==> config.mk <==
export PLATFORM = sky130hd
export DESIGN_NAME = hbridge_multi_ctrl
export DESIGN_NICKNAME = d
export VERILOG_FILES = /design/src/rtl/hbridge_pkg.sv /design/src/rtl/hbridge_channel.sv /design/src/rtl/hbridge_multi_ctrl.sv
export SDC_FILE = /design/constraint.sdc
export NUM_CORES = 1
export LEC_CHECK = 0
export BUFFER_PORTS_ARGS = -buffer_cell sky130_fd_sc_hd__buf_4
export CORE_MARGIN = 2
export CORE_UTILIZATION = 50
export DETAILED_ROUTE_END_ITERATION = 16
export PLACE_DENSITY = 0.72
export SLEW_MARGIN = 10
export SYNTH_ARGS = -nofsm -noshare
export SYNTH_HDL_FRONTEND = slang
export SYNTH_HIERARCHICAL = 1
export SYNTH_SLANG_ARGS = --single-unit
==> constraint.sdc <==
create_clock -name clk -period 2.45 [get_ports clk]
set_clock_uncertainty 0.2 [all_clocks]
set_input_delay 0.49 -clock clk [delete_from_list [all_inputs] [get_ports clk]]
set_output_delay 0.49 -clock clk [all_outputs]
set_load 0.005 [all_outputs]
==> src/rtl/hbridge_pkg.sv <==
// Shared types and sizing helpers for the multi-channel H-bridge controller.
// Used by hbridge_channel and hbridge_multi_ctrl.
package hbridge_pkg;

   typedef enum logic [2:0] {
      ST_IDLE     = 3'd0,
      ST_RUN      = 3'd1,
      ST_OFF_WAIT = 3'd2,
      ST_SWITCH   = 3'd3,
      ST_ON_WAIT  = 3'd4
   } ch_state_e;

   // Width of a down-counter that is loaded with (n - 1) and runs to zero.
   function automatic int unsigned cnt_width(input int unsigned n);
      return (n < 2) ? 1 : $clog2(n);
   endfunction

endpackage

==> src/rtl/hbridge_channel.sv <==
// One H-bridge channel: direction/dead-time FSM, registered EN, SA synchroniser and
// edge counter. Optional stall timer enabled by macro HBRIDGE_STALL_DETECT_EN.
//
// state    | meaning
// IDLE     | bridge off, waiting for enable
// RUN      | EN follows PWM, watching for direction change
// OFF_WAIT | EN forced low for DEADTIME clk before DIR changes
// SWITCH   | DIR updated to the requested direction (1 clk)
// ON_WAIT  | EN forced low for DEADTIME clk after DIR changed
module hbridge_channel
   import hbridge_pkg::*;
#(
   parameter int unsigned DEADTIME  = 64,
   parameter int unsigned CNT_W     = 16,
   parameter int unsigned STALL_CYC = 1 << 20
) (
   input  logic             clk,
   input  logic             resetn,
   input  logic             enable_i,
   input  logic             dir_req_i,
   input  logic             pwm_i,
   input  logic             duty_nz_i,
   input  logic             sa_i,
   input  logic             count_clr_i,
   input  logic             fault_clr_i,
   output logic             hb_en_o,
   output logic             hb_dir_o,
   output logic             busy_o,
   output logic             stall_fault_o,
   output logic [CNT_W-1:0] edge_count_o
);

   localparam int unsigned     DT_W    = cnt_width(DEADTIME);
   localparam logic [DT_W-1:0] DT_LOAD = DT_W'(DEADTIME - 1);

   ch_state_e        state_q, state_d;
   logic [DT_W-1:0]  dt_q, dt_d;
   logic             dir_q, dir_d;
   logic             en_q, en_d;
   logic [CNT_W-1:0] count_q, count_d;
   logic             sa_meta_q, sa_sync_q, sa_prev_q;
   logic             sa_rise;
   logic             fault_d;

   always_ff @(posedge clk or negedge resetn) begin
      if (!resetn) begin
         sa_meta_q <= 1'b0;
         sa_sync_q <= 1'b0;
         sa_prev_q <= 1'b0;
      end else begin
         sa_meta_q <= sa_i;
         sa_sync_q <= sa_meta_q;
         sa_prev_q <= sa_sync_q;
      end
   end

   assign sa_rise = sa_sync_q & ~sa_prev_q;

   // Clear has priority over a coincident edge.
   always_comb begin
      count_d = count_q;
      if (count_clr_i) begin
         count_d = '0;
      end else if (sa_rise) begin
         count_d = count_q + 1'b1;
      end
   end

   always_ff @(posedge clk or negedge resetn) begin
      if (!resetn) begin
         count_q <= '0;
      end else begin
         count_q <= count_d;
      end
   end

`ifdef HBRIDGE_STALL_DETECT_EN
   localparam int unsigned     ST_W    = cnt_width(STALL_CYC);
   localparam logic [ST_W-1:0] ST_LOAD = ST_W'(STALL_CYC - 1);

   logic [ST_W-1:0] stall_q, stall_d;
   logic            fault_q;
   logic            stall_hit;

   always_comb begin
      stall_d   = ST_LOAD;
      stall_hit = 1'b0;
      if ((state_q == ST_RUN) && duty_nz_i && !sa_rise) begin
         if (stall_q == '0) begin
            stall_hit = 1'b1;
         end else begin
            stall_d = stall_q - 1'b1;
         end
      end
   end

   assign fault_d = fault_clr_i ? 1'b0 : (fault_q | stall_hit);

   always_ff @(posedge clk or negedge resetn) begin
      if (!resetn) begin
         stall_q <= ST_LOAD;
         fault_q <= 1'b0;
      end else begin
         stall_q <= stall_d;
         fault_q <= fault_d;
      end
   end

   assign stall_fault_o = fault_q;
`else
   logic [31:0] unused_stall;

   assign fault_d       = 1'b0;
   assign stall_fault_o = 1'b0;
   assign unused_stall  = 32'(STALL_CYC) ^ {30'd0, fault_clr_i, duty_nz_i};
`endif

   always_comb begin
      state_d = state_q;
      dt_d    = dt_q;
      dir_d   = dir_q;
      case (state_q)
         ST_IDLE: begin
            if (enable_i) begin
               if (dir_req_i != dir_q) begin
                  state_d = ST_OFF_WAIT;
                  dt_d    = DT_LOAD;
               end else begin
                  state_d = ST_RUN;
               end
            end
         end
         ST_RUN: begin
            if (!enable_i) begin
               state_d = ST_IDLE;
            end else if (dir_req_i != dir_q) begin
               state_d = ST_OFF_WAIT;
               dt_d    = DT_LOAD;
            end
         end
         ST_OFF_WAIT: begin
            if (dt_q == '0) begin
               state_d = ST_SWITCH;
            end else begin
               dt_d = dt_q - 1'b1;
            end
         end
         ST_SWITCH: begin
            dir_d   = dir_req_i;
            state_d = ST_ON_WAIT;
            dt_d    = DT_LOAD;
         end
         ST_ON_WAIT: begin
            if (dt_q == '0) begin
               state_d = enable_i ? ST_RUN : ST_IDLE;
            end else begin
               dt_d = dt_q - 1'b1;
            end
         end
         default: begin
            state_d = ST_IDLE;
         end
      endcase
      // A latched stall holds the bridge off regardless of enable.
      if (fault_d) begin
         state_d = ST_IDLE;
      end
      en_d = (state_d == ST_RUN) & pwm_i;
   end

   always_ff @(posedge clk or negedge resetn) begin
      if (!resetn) begin
         state_q <= ST_IDLE;
         dt_q    <= '0;
         dir_q   <= 1'b0;
         en_q    <= 1'b0;
      end else begin
         state_q <= state_d;
         dt_q    <= dt_d;
         dir_q   <= dir_d;
         en_q    <= en_d;
      end
   end

   assign hb_en_o      = en_q;
   assign hb_dir_o     = dir_q;
   assign busy_o       = (state_q == ST_OFF_WAIT) || (state_q == ST_SWITCH) ||
                         (state_q == ST_ON_WAIT);
   assign edge_count_o = count_q;

endmodule

==> src/rtl/hbridge_multi_ctrl.sv <==
// NUM_CH-channel H-bridge controller: shared PWM prescaler/counter plus one
// hbridge_channel per bridge. Stall detection enabled by macro HBRIDGE_STALL_DETECT_EN.
module hbridge_multi_ctrl
   import hbridge_pkg::*;
#(
   parameter int unsigned NUM_CH    = 2,
   parameter int unsigned PWM_W     = 8,
   parameter int unsigned PRESCALE  = 4,
   parameter int unsigned DEADTIME  = 64,
   parameter int unsigned CNT_W     = 16,
   parameter int unsigned STALL_CYC = 1 << 20
) (
   input  logic                    clk,
   input  logic                    resetn,
   input  logic [NUM_CH-1:0]       enable,
   input  logic [NUM_CH*PWM_W-1:0] duty,
   input  logic [NUM_CH-1:0]       dir_req,
   output logic [NUM_CH-1:0]       hb_en,
   output logic [NUM_CH-1:0]       hb_dir,
   input  logic [NUM_CH-1:0]       sa_in,
   input  logic [NUM_CH-1:0]       count_clr,
   output logic [NUM_CH*CNT_W-1:0] edge_count,
   output logic [NUM_CH-1:0]       busy,
   output logic [NUM_CH-1:0]       stall_fault,
   input  logic [NUM_CH-1:0]       fault_clr
);

   localparam int unsigned     PS_W    = cnt_width(PRESCALE);
   localparam logic [PS_W-1:0] PS_LOAD = PS_W'(PRESCALE - 1);

   logic [PS_W-1:0]  presc_q;
   logic [PWM_W-1:0] pwm_cnt_q;
   logic             pwm_tick;
   logic             pwm_wrap;

   assign pwm_tick = (presc_q == '0);
   assign pwm_wrap = pwm_tick && (pwm_cnt_q == '1);

   always_ff @(posedge clk or negedge resetn) begin
      if (!resetn) begin
         presc_q   <= PS_LOAD;
         pwm_cnt_q <= '0;
      end else begin
         presc_q <= pwm_tick ? PS_LOAD : presc_q - 1'b1;
         if (pwm_tick) begin
            pwm_cnt_q <= pwm_cnt_q + 1'b1;
         end
      end
   end

   for (genvar i = 0; i < NUM_CH; i++) begin : g_ch
      logic [PWM_W-1:0] duty_q;

      // Duty only moves at the period boundary so a period is never truncated.
      always_ff @(posedge clk or negedge resetn) begin
         if (!resetn) begin
            duty_q <= '0;
         end else if (pwm_wrap) begin
            duty_q <= duty[i*PWM_W +: PWM_W];
         end
      end

      hbridge_channel #(
         .DEADTIME  (DEADTIME),
         .CNT_W     (CNT_W),
         .STALL_CYC (STALL_CYC)
      ) u_ch (
         .clk           (clk),
         .resetn        (resetn),
         .enable_i      (enable[i]),
         .dir_req_i     (dir_req[i]),
         .pwm_i         (pwm_cnt_q < duty_q),
         .duty_nz_i     (|duty[i*PWM_W +: PWM_W]),
         .sa_i          (sa_in[i]),
         .count_clr_i   (count_clr[i]),
         .fault_clr_i   (fault_clr[i]),
         .hb_en_o       (hb_en[i]),
         .hb_dir_o      (hb_dir[i]),
         .busy_o        (busy[i]),
         .stall_fault_o (stall_fault[i]),
         .edge_count_o  (edge_count[i*CNT_W +: CNT_W])
      );
   end

endmodule

== After elaboration in Yosys (flattened, before gate mapping) ==
Cells that the tools add are included.

* Register bits after elaboration: 86
* Output and inout bits: 40
* Input bits: 28

* Equality and inequality tests: 19
* Muxes and demuxes: 29
* Magnitude comparators: 2
* Reduce and logical (&&, ||, !) cells: 20
* Add/sub/neg operators: 6
* Bitwise logic cells: 6

{| class="wikitable"
|+ Operators with widths
! kind !! count
|-
| $mux W16 || 4
|-
| $mux W6 || 6
|-
| $pmux W6 S3 || 2
|-
| $add A16 B1 Y16 const B || 2
|-
| $mux W3 || 10
|-
| $pmux W3 S5 || 2
|-
| $lt A8 B8 Y1 || 2
|-
| $eq A3 B1 Y1 const B || 4
|-
| $eq A3 B2 Y1 const B || 4
|-
| $logic_not A6 Y1 || 2
|-
| $sub A6 B1 Y6 const B || 2
|-
| $add A8 B1 Y8 const B || 1
|-
| $eq A8 B8 Y1 const B || 1
|-
| $ne A2 B1 Y1 const B || 4
|-
| $reduce_and A4 Y1 || 2
|-
| $reduce_or A2 Y1 || 4
|-
| $eq A3 B3 Y1 const B || 2
|-
| $logic_not A3 Y1 || 2
|-
| $mux W2 || 3
|-
| $reduce_bool A3 Y1 || 2
|-
| $and A1 B1 Y1 || 4
|-
| $logic_or A1 B1 Y1 || 4
|-
| $ne A2 B2 Y1 const B || 2
|-
| $reduce_bool A2 Y1 || 2
|-
| other kinds (6) || 9
|}

== Logic depth before layout (Yosys ltp) ==
Gate-level depths: netlist (run 1).

* Depth after elaboration: 6
* Depth in mapped cells: 7
* Depth with buffers taken out: 6

== Hierarchy ==
The synthesis (run 1) kept the hierarchy.

{| class="wikitable"
|+ By module, submodules not included
! module !! area an instance (µm²) !! cells an instance !! times used
|-
| hbridge_channel || 1515.2 || 147 || 2
|-
| hbridge_multi_ctrl || 1435.1 || 128 || 1
|}

== Worst setup path after synthesis (run 1) ==
No wires, ideal clock.

* Kind: reg-to-reg
* Start point: register g_ch[0].u_ch.dt_q[0]
* End point: register g_ch[0].u_ch.dt_q[0]
* Stages on the path, launching flop included: 7
* Setup time: 125 ps
* Path slack: 237 ps
* Period minus slack after synthesis: 2213 ps
* Data arrival time: 1889 ps
* Buffers on the path: 0
* Path through: dfrtp_1 -> inv_1 -> ha_1 -> or3b_4 -> o41ai_2 -> and3_1 -> mux2_2

* Cells in the longest elaborated chain, start to end: 3
* Elaborated cells between the ends (all ways): 6

{| class="wikitable"
|+ Ends and longest elaborated chain
! element !! line !! source
|-
| from (decl) || hbridge_channel.sv:37 || <nowiki>logic [DT_W-1:0] dt_q, dt_d;</nowiki>
|-
| from (signal assigned) || hbridge_channel.sv:179 || <nowiki>dt_q <= dt_d;</nowiki>
|-
| $sub A6 B1 Y6 or $logic_not A6 Y1 (tied branches) || n/a ||
|-
| $mux W6 or $ne A2 B2 Y1 (tied branches) || n/a ||
|-
| $pmux W6 S3 or $reduce_and A4 Y1 (tied branches) || n/a ||
|}

Parallel ways exist; a longest one is shown, timed or not. The select of a mux whose other input is x is not followed.
A chain may end at the register's enable or synchronous reset.

== Final worst setup path (run 1) ==
Same ends and word-level chain as after synthesis.

==> impl_metrics.env, run 1 <==
export IMPL_nFillCells=741
export IMPL_grt_usage_pct=18.18
export IMPL_power_density_nw_per_um2=670.4
export IMPL_std_cell_rows=34
export IMPL_reg2reg_to="g_ch[0].u_ch/dt_q[0]$_DFFE_PN0P_"
export IMPL_cts_tree="built"
export IMPL_wire_per_inst_um=13.77
export IMPL_outcome="completed"
export IMPL_p_leak_nw=2.447
export IMPL_path_class="reg2reg"
export IMPL_hold_buffers=1
export IMPL_setup_tns_ps=0
export IMPL_multi_input_area_sq_um=2100
export IMPL_cts_resized_gates=0
export IMPL_rsz0062_at_grt="no"
export IMPL_placed_area_sq_um=5059
export IMPL_post_cts_buffers=0
export IMPL_setup_viol=0
export IMPL_drive_gt1_share_pct=26.72
export IMPL_p_sw_share_pct=30.64
export IMPL_finalCritPeriodShare_pct=92.11
export IMPL_port_buffers=63
export IMPL_drt_iter0_drc=111
export IMPL_regArea_sq_um=2155
export IMPL_drv_cap=0
export IMPL_crit_buf_inv=1
export IMPL_area_growth_pct=18.74
export IMPL_drv_slew=0
export IMPL_wl_um=8288
export IMPL_fmax_mhz=443.1
export IMPL_initial_core_util_pct=51.08
export IMPL_fin_cells=602
export IMPL_holdPathEnd="g_ch[0].u_ch/sa_meta_q$_DFF_PN0_"
export IMPL_whs_ps=54.31
export IMPL_hold_class="in2reg"
export IMPL_worstPathArrival_ps=2290
export IMPL_switchingPower_mw=1.081
export IMPL_clkLatencyLatePin_ps=340
export IMPL_antennaDiodeCount=0
export IMPL_crit_slowest_cell="or3b_4"
export IMPL_cts_buffer_depth=2
export IMPL_path_cells="inv_1 -> ha_1 -> or3b_4 -> o41ai_2 -> and3_1 -> mux2_2"
export IMPL_dr_pass1_iters=5
export IMPL_clkSinkCount=86
export IMPL_grt_first_pass_wirelength_um=14510
export IMPL_final_nets=537
export IMPL_irDropWorstVdd_uv=429.6
export IMPL_worst_setup_path_end_kind="flop"
export IMPL_p_total_mw=3.529
export IMPL_min_from="sa_in[0]"
export IMPL_dieWidth_um=98.16
export IMPL_postLayoutCoreUtil_pct=60.65
export IMPL_postRouteAntennaNets=0
export IMPL_slowest_delay_ps=410
export IMPL_dp_cells=585
export IMPL_regToRegSetupSlack_ps=190
export IMPL_synth_warnings=6
export IMPL_cp_start_kind="flop"
export IMPL_cp_data_required_time_ps=2480
export IMPL_worstPathMaxFanout=4
export IMPL_drcViolationCount=0
export IMPL_grt_ovfl_total=0
export IMPL_die_h_um=98.16
export IMPL_seq_power_share_pct=47.6
export IMPL_r2r_start="g_ch[0].u_ch/dt_q[0]$_DFFE_PN0P_"
export IMPL_internal_power_mw=2.448
export IMPL_core_sq_um=8678
export IMPL_hold_violations=0
export IMPL_power_share_clock_pct=26.6
export IMPL_viasPerCell=5.477
export IMPL_die_area_sq_um=9635
export IMPL_dpl_hpwl_um=6091
export IMPL_dpl_worst_slack_ps=218.0
export IMPL_combPwrFrac_pct=25.8
export IMPL_finalWorstSetupSlack_ps=193.3
export IMPL_ctsHtreeMaxLevel=3
export IMPL_avgSynthCellArea_sq_um=10.66
export IMPL_clkSlewWorstSetupHoldPaths_ps=80
export IMPL_synth_cells=416
export IMPL_vias=3297
export IMPL_hold_depth=1
export IMPL_ios=68
export IMPL_antenna_found_initial=0
export IMPL_cts_inserted_buffers=9
export IMPL_reg2reg_depth=6
export IMPL_stdcell_area_sq_um=5264
export IMPL_grt_max_degree=39
export IMPL_syn_cell_area_sq_um=4433
export IMPL_root_buffer="clkbuf_8"
export IMPL_synth_nets=464
export IMPL_gp_congestion=0.8432
export IMPL_cp_top_family="simple AND/OR/NAND/NOR gates"
export IMPL_finalCriticalPeriod_ps=2257
export IMPL_grt_pass1_vias=3232
==> cell type report <==
class / instances / area share, %
Clock inverter: 4 / 0.5705
Tap cell: 108 / 2.567
Sequential cell: 86 / 40.93
Timing Repair Buffer: 74 / 10.84
Clock buffer: 12 / 3.138
Inverter: 29 / 2.068
Multi-Input combinational cell: 289 / 39.89
==> power groups by stage <==
| stage | registers, mW | clock network, mW | logic (mW) |
|---|---|---|---|
| 4_1_cts | 1.68 | 0.979 | 0.915 |
| 3_5_place_dp | 1.71 | 0 | 0.911 |
| 5_1_grt | 1.70 | 1.04 | 1.02 |
| 6_report | 1.68 | 0.938 | 0.909 |
| 3_3_place_gp | 1.70 | 0 | 0.883 |
| 2_1_floorplan | 1.68 | 0 | 0.615 |
==> flip-flops by register name, summed over array words and instances (netlist names) <==
register                count
pwm_cnt_q                   8
g_ch.u_ch/sa_prev_q         2
g_ch.duty_q                16
g_ch.u_ch/hb_dir_o          2
g_ch.u_ch/dt_q             12
g_ch.u_ch/sa_sync_q         2
g_ch.u_ch/hb_en_o           2
g_ch.u_ch/state_q           6
presc_q                     2
g_ch.u_ch/edge_count_o     32
g_ch.u_ch/sa_meta_q         2
==> metal layers <==
layer	vias to the layer above	global-route usage [%]	wire (um)	share of wire (%)
met2	72	30.45	4092	49
met5	-	0	0	0
met3	6	3.722	321	3.9
li1	1595	-	-	-
met1	1624	24.18	3802	46
met4	0	5.058	72	0.87
==> worst max path at each step <==
stage / from / to / slack (ps) / cells past startpoint
after detailed placement: g_ch[0].u_ch/dt_q[0]$_DFFE_PN0P_ / g_ch[0].u_ch/dt_q[0]$_DFFE_PN0P_ / 220 / 6
final: g_ch[0].u_ch/dt_q[0]$_DFFE_PN0P_ / g_ch[0].u_ch/dt_q[0]$_DFFE_PN0P_ / 190 / 6
after global placement: g_ch[0].u_ch/dt_q[0]$_DFFE_PN0P_ / g_ch[0].u_ch/dt_q[0]$_DFFE_PN0P_ / 260 / 6
after global routing: g_ch[0].u_ch/dt_q[0]$_DFFE_PN0P_ / g_ch[0].u_ch/dt_q[0]$_DFFE_PN0P_ / 130 / 6
after floorplan: g_ch[0].u_ch/dt_q[0]$_DFFE_PN0P_ / g_ch[0].u_ch/dt_q[0]$_DFFE_PN0P_ / 240 / 6
after CTS: g_ch[0].u_ch/dt_q[0]$_DFFE_PN0P_ / g_ch[0].u_ch/dt_q[0]$_DFFE_PN0P_ / 200 / 6
==> placed cells by master (no fill, tap or decap), types with 8 or more instances in the layout <==
master / n
xor2_1: 26
mux2_2: 23
nand2_1: 30
mux2i_1: 10
a21boi_0: 8
o21ai_0: 10
buf_4: 72
a21oi_1: 28
dfrtp_1: 84
nand3_1: 14
nand4_1: 11
inv_1: 27
ha_1: 20
nor2_1: 30
clkbuf_8: 12
a31oi_1: 8
No activity file was read; power rests on OpenSTA's default activity.
==> run 2, diff against run 1 <==
- REMOVE_ABC_BUFFERS: default -> 1
- TNS_END_PERCENT: default -> 10
==> run 2 against run 1 <==
Die area stayed put. Non-clock buffer count decreased by 1. Core utilization down 0.087 points. Combinational power grew 0.7%. Sequential share of layout area is 0.058 points higher. Sequential power about the same. Global-route usage barely moved. Flip-flop and latch count is the same. Routed wire length barely moved. Cell count decreased by 0.17%. Via count is 0.79% higher. Cell area is 0.14% lower. Highest routed layer unchanged.
==> impl_metrics.env, run 2 (same netlist as run 1, synthesis figures left out) <==
export IMPL_outcome="completed"
export IMPL_area_growth_pct=18.57
export IMPL_antenna_found_initial=0
export IMPL_clkSlewWorstSetupHoldPaths_ps=90
export IMPL_p_leak_nw=2.433
export IMPL_final_nets=536
export IMPL_drcViolationCount=0
export IMPL_hold_violations=0
export IMPL_cp_startpoint="g_ch[0].u_ch/dt_q[0]$_DFFE_PN0P_"
export IMPL_holdPathEnd="g_ch[1].u_ch/sa_meta_q$_DFF_PN0_"
export IMPL_r2r_start="g_ch[0].u_ch/dt_q[0]$_DFFE_PN0P_"
export IMPL_min_from="sa_in[1]"
export IMPL_gp_congestion=0.8282
export IMPL_finalCriticalPeriod_ps=2253
export IMPL_grt_usage_pct=18.16
export IMPL_reg2reg_depth=6
export IMPL_fmax_mhz=443.9
export IMPL_wl_um=8293
export IMPL_root_buffer="clkbuf_8"
export IMPL_rsz0062_at_grt="no"
export IMPL_cts_resized_gates=0
export IMPL_cts_tree="built"
export IMPL_final_cell_mix="84 x dfrtp_1, 72 x buf_4, 30 x nand2_1, 30 x nor2_1, 28 x a21oi_1"
export IMPL_power_density_nw_per_um2=689.0
export IMPL_clkLatencyLatePin_ps=350
export IMPL_die_h_um=98.16
export IMPL_drive_gt1_share_pct=26.57
export IMPL_postRouteAntennaNets=0
export IMPL_grt_max_degree=40
export IMPL_std_cell_rows=34
export IMPL_dieWidth_um=98.16
export IMPL_slowest_delay_ps=420
export IMPL_cts_buffer_depth=2
export IMPL_irDropWorstVdd_uv=586.9
export IMPL_cts_inserted_buffers=9
export IMPL_worstPathArrival_ps=2290
export IMPL_port_buffers=63
export IMPL_antennaDiodeCount=0
export IMPL_hold_depth=1
export IMPL_grt_pass1_vias=3215
export IMPL_hold_class="in2reg"
export IMPL_drv_cap=0
export IMPL_largest_reg_flops=32
export IMPL_cp_data_required_time_ps=2490
export IMPL_vias=3323
export IMPL_worst_setup_path_end_kind="flop"
export IMPL_grt_ovfl_total=0
export IMPL_die_area_sq_um=9635
export IMPL_regToRegSetupSlack_ps=200
export IMPL_core_sq_um=8678
export IMPL_drv_slew=0
export IMPL_whs_ps=44.36
export IMPL_reg2reg_to="g_ch[0].u_ch/dt_q[0]$_DFFE_PN0P_"
export IMPL_viasPerCell=5.529
export IMPL_cp_top_family="simple AND/OR/NAND/NOR gates"
export IMPL_path_cells="inv_1 -> ha_1 -> or3b_4 -> o41ai_2 -> and3_1 -> mux2_2"
export IMPL_grt_first_pass_wirelength_um=14480
export IMPL_nFillCells=741
export IMPL_cp_start_kind="flop"
export IMPL_setup_viol=0
export IMPL_post_cts_buffers=0
export IMPL_ios=68
export IMPL_path_class="reg2reg"
export IMPL_hold_buffers=1
export IMPL_worstPathMaxFanout=4
export IMPL_clkSinkCount=86
export IMPL_dr_pass1_iters=4
export IMPL_crit_buf_inv=1
export IMPL_crit_slowest_cell="or3b_4"
export IMPL_finalCritPeriodShare_pct=91.96
export IMPL_wire_per_inst_um=13.80
export IMPL_initial_core_util_pct=51.08
export IMPL_drt_iter0_drc=101
export IMPL_setup_tns_ps=0
export IMPL_layout_commonest_cell="dfrtp_1"
export IMPL_ctsHtreeMaxLevel=3
export IMPL_dpl_hpwl_um=6065
[run 2: how the worst max path moves through the flow]
| stage | cells after the start | slack [ps] | endpoint |
|---|---|---|---|
| finish | 6 | 200 | g_ch[0].u_ch/dt_q[0]$_DFFE_PN0P_ |
| global route | 6 | 120 | g_ch[1].u_ch/dt_q[0]$_DFFE_PN0P_ |
| CTS | 6 | 220 | g_ch[0].u_ch/dt_q[0]$_DFFE_PN0P_ |
| detailed placement | 6 | 240 | g_ch[0].u_ch/dt_q[0]$_DFFE_PN0P_ |
| global placement | 6 | 300 | g_ch[0].u_ch/dt_q[0]$_DFFE_PN0P_ |
| floorplan | 6 | 240 | g_ch[0].u_ch/dt_q[0]$_DFFE_PN0P_ |
[run 2: per-stage QoR]
stage          std cells  power, mW  setup WS (ps)  util [%]  instance area, sq um
2_1_floorplan        404      2.284          236.6         -                  4363
3_5_place_dp         584      2.621          239.4     58.06                  5039
3_3_place_gp         584      2.588          304.8     58.06                  5039
6_report             601      3.621          197.1     60.57                  5256
4_1_cts              601      3.650          223.4     60.57                  5256
5_1_grt              601      3.850          124.6     60.57                  5256
[run 2: layer usage]
metal / vias up / routed length, um / track usage, %
li1: 1603 / - / -
met1: 1645 / 3822 / 23.76
met2: 64 / 4039 / 30.30
met3: 11 / 323 / 4.295
met4: 0 / 107 / 5.374
met5: - / 0 / 0
[run 2: cell type report]
class                           instances  area (sq um)  area share, %
Inverter                               29         108.9          2.071
Clock inverter                          6         70.07          1.333
Clock buffer                           10         137.6          2.618
Timing Repair Buffer                   73         550.5          10.47
Tap cell                              108         135.1          2.571
Sequential cell                        86          2155          40.99
Multi-Input combinational cell        289          2100          39.94
[run 2: worst register-to-register path: cells and delay by family (launching register included)]
kind / cells / cell delay, ps
mux: 1 / 340
compound gates: 1 / 260
flops: 1 / 410
buf+inv: 1 / 80
fa+ha+maj: 1 / 180
simple gates: 2 / 680
[run 2: where the power goes]
part           switching [mW]  internal, mW
sequential              0.143          1.54
combinational           0.463         0.452
clock                   0.519         0.504
total                    1.13          2.50
==> run 3, diff against run 2 <==
- BUFFER_PORTS_ARGS: -buffer_cell sky130_fd_sc_hd__buf_4 -> default
- CORE_MARGIN: 2 -> 5
- CORE_UTILIZATION: 50 -> 40
- DONT_BUFFER_PORTS: default -> 1
- PLACE_DENSITY: 0.72 -> default
==> run 3 against run 2 <==
The run now ends with negative hold slack left. Worst hold slack got worse by 420 ps. Non-clock buffer count down 61. Worst setup slack better by 31 ps. Flip-flop and latch count unchanged. Cell area fell by 7.8%. Register-to-register slack better by 30 ps. Largest cell class unchanged. First-iteration DRC count rose by 120%. Critical path type unchanged. Routed wire length is 3.8% higher. Sequential power barely moved. Critical path depth stayed put. Core utilization shrank 16 points. Global-route usage shrank 4.4 points.
==> impl_metrics.env, run 3 (same netlist as run 1, synthesis figures left out) <==
export IMPL_drive_gt1_share_pct=15.28
export IMPL_relSlewSlack_pct=58.97
export IMPL_cts_resized_gates=0
export IMPL_crit_slowest_cell="dfrtp_1"
export IMPL_clkSlewWorstSetupHoldPaths_ps=90
export IMPL_root_buffer="clkbuf_8"
export IMPL_drcViolationCount=0
export IMPL_finalCriticalPeriod_ps=2222
export IMPL_hold_buffers=4
export IMPL_nFillCells=1044
export IMPL_grt_max_degree=87
export IMPL_drv_slew=0
export IMPL_multi_input_area_sq_um=2100
export IMPL_p_leak_nw=2.125
export IMPL_clkSinkCount=86
export IMPL_grt_first_pass_wirelength_um=14570
export IMPL_fmax_mhz=450.1
export IMPL_whs_ps=-378.0
export IMPL_dieWidth_um=115.3
export IMPL_final_cell_mix="84 x dfrtp_1, 30 x nand2_1, 30 x nor2_1"
export IMPL_std_cell_rows=38
export IMPL_cts_buffer_depth=2
export IMPL_failed_checks="negative hold slack"
export IMPL_initial_core_util_pct=40.89
export IMPL_cp_top_family="simple AND/OR/NAND/NOR gates"
export IMPL_drt_iter0_drc=226
export IMPL_finalCritPeriodShare_pct=90.68
export IMPL_postRouteAntennaNets=0
export IMPL_regArea_sq_um=2155
export IMPL_crit_buf_inv=1
export IMPL_die_h_um=115.3
export IMPL_worst_setup_path_end_kind="flop"
export IMPL_fin_cells=572
export IMPL_grt_ovfl_total=0
export IMPL_cp_start_kind="flop"
export IMPL_core_sq_um=10840
export IMPL_path_cells="inv_1 -> ha_1 -> or3b_4 -> o41ai_2 -> and3_1 -> mux2_2"
export IMPL_area_growth_pct=9.371
export IMPL_wire_per_inst_um=15.05
export IMPL_stdcell_area_sq_um=4848
export IMPL_cp_data_required_time_ps=2500
export IMPL_power_density_nw_per_um2=724.7
export IMPL_setup_tns_ps=0
export IMPL_ios=68
export IMPL_dr_pass1_iters=4
export IMPL_setup_viol=0
export IMPL_viasPerCell=5.360
export IMPL_outcome="complete, but fails checks"
export IMPL_path_class="reg2reg"
export IMPL_worstPathMaxFanout=4
export IMPL_antenna_found_initial=0
export IMPL_dp_cells=552
export IMPL_slowest_delay_ps=410
export IMPL_final_nets=475
export IMPL_ctsHtreeMaxLevel=3
export IMPL_gp_congestion=0.7817
export IMPL_post_cts_buffers=0
export IMPL_grt_pass1_vias=3063
export IMPL_rsz0062_at_grt="no"
export IMPL_die_area_sq_um=13290
export IMPL_wl_um=8611
export IMPL_antennaDiodeCount=0
export IMPL_placed_area_sq_um=4598
export IMPL_worstMarginPinSlew_ps=613.4
export IMPL_vias=3066
export IMPL_worstPathArrival_ps=2270
export IMPL_drv_cap=0
export IMPL_hold_class="in2async"
export IMPL_clkLatencyLatePin_ps=360
export IMPL_dpl_hpwl_um=6197
export IMPL_cts_inserted_buffers=9
export IMPL_layout_commonest_cell="dfrtp_1"
export IMPL_port_buffers=0
export IMPL_cts_tree="built"
export IMPL_largest_reg_flops=32
export IMPL_grt_usage_pct=13.72
export IMPL_irDropWorstVdd_uv=469.1
export IMPL_hold_violations=86
[run 3: path summary, 6_finish.rpt]
check	start	endpoint	slack [ps]	cells past startpoint
max	g_ch[0].u_ch/dt_q[0]$_DFFE_PN0P_	g_ch[0].u_ch/dt_q[0]$_DFFE_PN0P_	230	6
min	resetn	g_ch[1].u_ch/edge_count_o[15]$_DFFE_PN0P_	-380	0
max reg2reg	g_ch[0].u_ch/dt_q[0]$_DFFE_PN0P_	g_ch[0].u_ch/dt_q[0]$_DFFE_PN0P_	230	6
min reg2reg	g_ch[1].u_ch/sa_meta_q$_DFF_PN0_	g_ch[1].u_ch/sa_sync_q$_DFF_PN0_	150	0
max in group asynchronous	resetn	presc_q[0]$_DFF_PN1_	2200	0
min in group clk	duty[11]	g_ch[1].duty_q[3]$_DFFE_PN0P_	80	1
[run 3: layer usage]
metal	up-vias	routed length, um	part of all wire [%]	GRT usage [%]
met5	-	0	0	0
met4	0	170	2.0	5.869
met3	11	528	6.1	4.789
met2	66	4041	47	21.45
met1	1509	3870	45	17.28
li1	1480	-	-	-
[run 3: where the power goes]
part	leakage [nW]	internal, mW	switching (mW)
clock	0.103	0.531	0.513
sequential	1.10	1.54	0.145
combinational	0.927	0.372	0.411
[run 3: final cells by class]
type / count / share of cell area [%]
clock inverters: 4 / 1.135
multi-input cells: 289 / 43.30
clock buffers: 12 / 3.200
flip-flops and latches: 86 / 44.44
repair buffers: 12 / 2.065
inverters: 29 / 2.245
well taps: 140 / 3.613
[run 3: metrics by stage]
stage | util, % | hold WS, ps | power [mW] | setup slack (ps)
floorplan | - | -5.591 | 2.284 | 236.6
global placement | 42.42 | -0.9698 | 2.450 | 302.6
CTS | 44.73 | -411.0 | 3.561 | 225.4
finish | 44.73 | -378.0 | 3.514 | 228.3
global route | 44.73 | -423.0 | 3.741 | 110.8
detailed placement | 42.42 | -1.578 | 2.485 | 242.5
